$ cat src/rtl/seven_segment_decoder.sv
// Registered hex-to-seven-segment decoder with blanking and selectable polarity.
// Optional lamp test input is enabled by defining LAMP_TEST_EN.
module seven_segment_decoder #(
   parameter logic ACTIVE_LOW = 1'b0
) (
   input  logic       clk,
   input  logic       rst,
   input  logic [3:0] binary_in,
   input  logic       blank,
`ifdef LAMP_TEST_EN
   input  logic       lamp_test,
`endif
   output logic [6:0] segment_out
);

   localparam logic [6:0] SEG_DARK = 7'b0000000;
   localparam logic [6:0] SEG_LIT  = 7'b1111111;

   // XOR mask folds the common-anode inversion into every registered value
   localparam logic [6:0] POL_MASK = {7{ACTIVE_LOW}};

   logic [6:0] decoded;
   logic [6:0] seg_next;

   always_comb begin
      decoded = SEG_DARK;
      case (binary_in)
         4'h0: decoded = 7'b1111110;
         4'h1: decoded = 7'b0110000;
         4'h2: decoded = 7'b1101101;
         4'h3: decoded = 7'b1111001;
         4'h4: decoded = 7'b0110011;
         4'h5: decoded = 7'b1011011;
         4'h6: decoded = 7'b1011111;
         4'h7: decoded = 7'b1110000;
         4'h8: decoded = 7'b1111111;
         4'h9: decoded = 7'b1111011;
         4'hA: decoded = 7'b1110111;
         4'hB: decoded = 7'b0011111;
         4'hC: decoded = 7'b1001110;
         4'hD: decoded = 7'b0111101;
         4'hE: decoded = 7'b1001111;
         4'hF: decoded = 7'b1000111;
      endcase
   end

   always_comb begin
      seg_next = decoded;
`ifdef LAMP_TEST_EN
      if (lamp_test)
         seg_next = SEG_LIT;
      else if (blank)
         seg_next = SEG_DARK;
`else
      if (blank)
         seg_next = SEG_DARK;
`endif
   end

   always_ff @(posedge clk) begin
      if (rst)
         segment_out <= SEG_DARK ^ POL_MASK;
      else
         segment_out <= seg_next ^ POL_MASK;
   end

endmodule

$ cat config.mk
export PLATFORM = sky130hd
export DESIGN_NAME = seven_segment_decoder
export DESIGN_NICKNAME = d
export VERILOG_FILES = /design/src/rtl/seven_segment_decoder.sv
export SDC_FILE = /design/constraint.sdc
export NUM_CORES = 1
export LEC_CHECK = 0
export ABC_CLOCK_PERIOD_IN_PS = 1800
export BUFFER_PORTS_ARGS = -buffer_cell sky130_fd_sc_hd__buf_2
export CAP_MARGIN = 0
export CORE_AREA = 4 4 41 43
export DETAILED_ROUTE_END_ITERATION = 10
export DIE_AREA = 0 0 45 47
export PLACE_DENSITY = 0.59
export SLEW_MARGIN = 25
export SYNTH_ARGS = -nofsm -noshare
export SYNTH_HDL_FRONTEND = slang
export SYNTH_SLANG_ARGS = --single-unit
$ cat constraint.sdc
create_clock -name clk -period 1.8 [get_ports clk]
set_clock_uncertainty 0.1 [all_clocks]
set_input_delay 0.27 -clock clk [delete_from_list [all_inputs] [get_ports clk]]
set_output_delay 0.27 -clock clk [all_outputs]
set_load 0.1 [all_outputs]
* Word-level counts from Yosys, hierarchy flattened
Memory sizes are Yosys's and may differ from the RTL's. A register that Yosys moved wholly into a read port is not among the register bits. Index checks and enable logic that the tools add are counted.
Operators by class: shift-type cells 0, equal/unequal tests 0, multiplexer cells 0, add/sub/neg operators 0, order comparisons 0, divide/modulo/power cells 0, multiply operators 0, reduce and logical (&&, ||, !) cells 1, bitwise operators 0
Operators by type and width (count):
- $reduce_or A2 Y1 | 1
Word-level totals: memories 1, bits in registers 0, input bits 7, latch bits 0, word-level logic and storage cells 2, output and inout port bits 7, ROM bits 112, RAM bits 0
Memory list:
- (name not given) | words 16, bits a word 7, rd ports 1, clocked after Yosys merged registers in 1, write ports 0, RTL line 27 | case (binary_in)

* Longest topological paths before layout
depth after elaboration 1, mapped depth 5

* Least setup slack after synthesis
Ideal clock, no wire load.
path type reg-to-output, start point reg segment_out[0], end point out segment_out[0], stages on the path, launching flop included 1, arrival 0.909 ns, slack 0.521 ns, path buffers 0, cell sequence dfxtp_1
RTL lines:
- start: declaration | RTL line 13 | output logic [6:0] segment_out
No word-level cell between the ends.

* Worst setup path after layout
start point reg segment_out[4], end point out segment_out[4]
No word-level cell between the ends.

==> impl_metrics.tcl <==
set metrics [dict create \
    status "finished clean" \
    timing.critical_path.required_ns 1.43 \
    cts.hold.buffers_added 0 \
    timing.critical_path.slowest_cell_delay_ns 0.41 \
    antenna_left 0 \
    cts_tree "done" \
    final_period_minus_worst_setup_slack_ns 1.33 \
    crit_path_cells "buf_2" \
    tns_ns 0 \
    finalNonFillerCells 79 \
    initial_core_util_pct 33.7 \
    biggestRegsByFlops "segment_out (7)" \
    synth_cell_types 21 \
    antenna_violations_before_repair 0 \
    dp_hpwl_um 640 \
    least_margin_pin_slew_ns 0.486 \
    yosysWarnings 0 \
    met1_routed_wirelength_after_detailed_routing_um 389 \
    syn_area_um2 439 \
    top_layer_used "met4" \
    std_cell_rows 13 \
    finalCritPeriodShare_pct 73.8 \
    die-height_um 47 \
    final_core_utilization_pct 41.0 \
    total_leakage_power_nw 0.266 \
    synth_seq_cells 7 \
    cts_bufs_inserted 3 \
    drive_above_1_share_pct 31.3 \
    critical-path-top-delay-family "buffers and inverters" \
    achievable-frequency_ghz 0.752 \
    cp_max_fo 1 \
    via_density 4.77 \
    synth.yosys.seq_area_share_pct 31.9 \
    max-clock-path-buffers 2 \
    syn2layout_area_growth_pct 21.4 \
    detailedRoute.firstPassIterationCount 4 \
    end_kind "output port" \
    drt_wl_total_um 787 \
    synth-edff-count 0 \
    slew_viol_final 0 \
    met3_wirelength_um 75 \
    startpoint_kind_of_the_worst_setup_timing_path "flop" \
    setup_ws_ns 0.471 \
    numPortBuffers 13 \
    timing_hold_violations_final 0 \
    initialDrtViolationCount 7 \
    timing_worst_setup_path_type "flop to output port" \
    worstHoldPathType "input pin to flop" \
    cts.repair.resized 0 \
    antennaDiodeCount 0 \
    post_cts.repair.setup_buffers 0 \
    slew_headroom_pct 67.8 \
    routedWlPerCell_um 9.96 \
    grt_max_degree 16 \
    number_of_flip_flops_in_the_largest_register 7 \
    route.detailed.drc 0 \
    final_area_um2 533 \
    timing.hold.ws_ns 0.254 \
    first_global_vias 316 \
    power.ir.vdd_worst_uv 211 \
    placement.cell_area_um2 507 \
    fp.coreArea_um2 1300 \
    clkSlewWorstSetupHoldPaths_ns 0.05 \
    post_synth.cell_area_avg_um2 8.96 \
    final_nets 79 \
    tritoncts_num_sinks 7 \
    cp_num_buf_inv 1 \
    pwr_density_cell_nw_per_um2 820 \
    crit_slowest_cell "buf_2" \
    grt_use_total_pct 8.22 \
    floorplan.io_pins 14 \
    total_power_mw 0.437 \
    synthesis.nets 63 \
    cts-root-buf "clkbuf_4" \
    design.die.area_um2 2120 \
    synth_ff_type "dfxtp_1" \
    cp.arrival_ns 0.96 \
    largest-register "segment_out" \
    die_width_um 45 \
    wl_met2_um 317 \
    synth_cells 49 \
    max_cap_viol_count 0 \
    synthArstFlopShare_pct 0 \
    unrepaired_setup_endpoints_after_global_routing "false" \
    htree_levels 1 \
    vias 377 \
    detailedPlace.worstSlack_ns 0.437 \
    routabilityCongestion 0.791 \
    numPlacedInstances 75 \
    grt_pass1_wl_um 1250 \
    setup_viol 0 \
    gr-total-overflow 0 \
]
[cell type report]
class / instances / area [um^2]
multi-input cells: 34 / 260
repair buffers: 13 / 65.1
well taps: 15 / 18.8
inverters: 6 / 22.5
clock buffers: 4 / 26.3
fillers: 145 / 768
flip-flops and latches: 7 / 140
[per-layer routing]
metal / track usage (%) / vias to the layer above
li1: - / 196
met3: 1.15 / 2
met5: 0 / -
met4: 7.02 / 0
met1: 10.5 / 161
met2: 12.1 / 18
[final timing paths]
path        endpoint      startpoint  slack (ns)  depth (start not counted)
max   segment_out[4]  segment_out[4]        0.47                          1
min   segment_out[1]             rst        0.25                          4
[cells by family after synthesis]
kind of cell,after synthesis,share of synthesized area (%)
flops,7,31.9
fa+ha+maj,7,19.9
mux,1,2.56
compound gates,15,24.8
simple gates,11,12.0
buf+inv,8,8.83
[synth_stat cells (2+ instances only)]
| master | count | area share [%] |
|---|---|---|
| dfxtp_1 | 7 | 32 |
| ha_1 | 7 | 20 |
| o31ai_1 | 3 | 5.1 |
| a21oi_1 | 4 | 4.6 |
| inv_1 | 6 | 5.1 |
| o21ai_0 | 2 | 2.3 |
| nand2_1 | 5 | 4.3 |
| nor2_1 | 2 | 1.7 |
[cell usage in the layout, fill, tap and decap left out]
master,instances
o21ai_0,2
a211oi_1,1
inv_1,6
clkbuf_4,3
a311oi_2,1
ha_1,7
a21oi_1,4
o211ai_2,1
mux2_2,1
nand2_2,1
nor2_1,2
o31ai_1,3
o211ai_1,1
o21ai_1,1
clkbuf_1,1
or2_1,1
dfxtp_1,7
nand2b_1,1
nand2_1,5
nor3b_1,1
buf_2,13
o2111ai_1,1
[where the power goes]
group          switching (mW)  leakage (nW)  total, mW  internal (mW)
registers             0.00160        0.0579      0.166          0.165
clock network          0.0513        0.0150      0.136         0.0842
logic                   0.106         0.193      0.135         0.0289
total                   0.159         0.266      0.437          0.278
(Power assumes the default switching activity.)
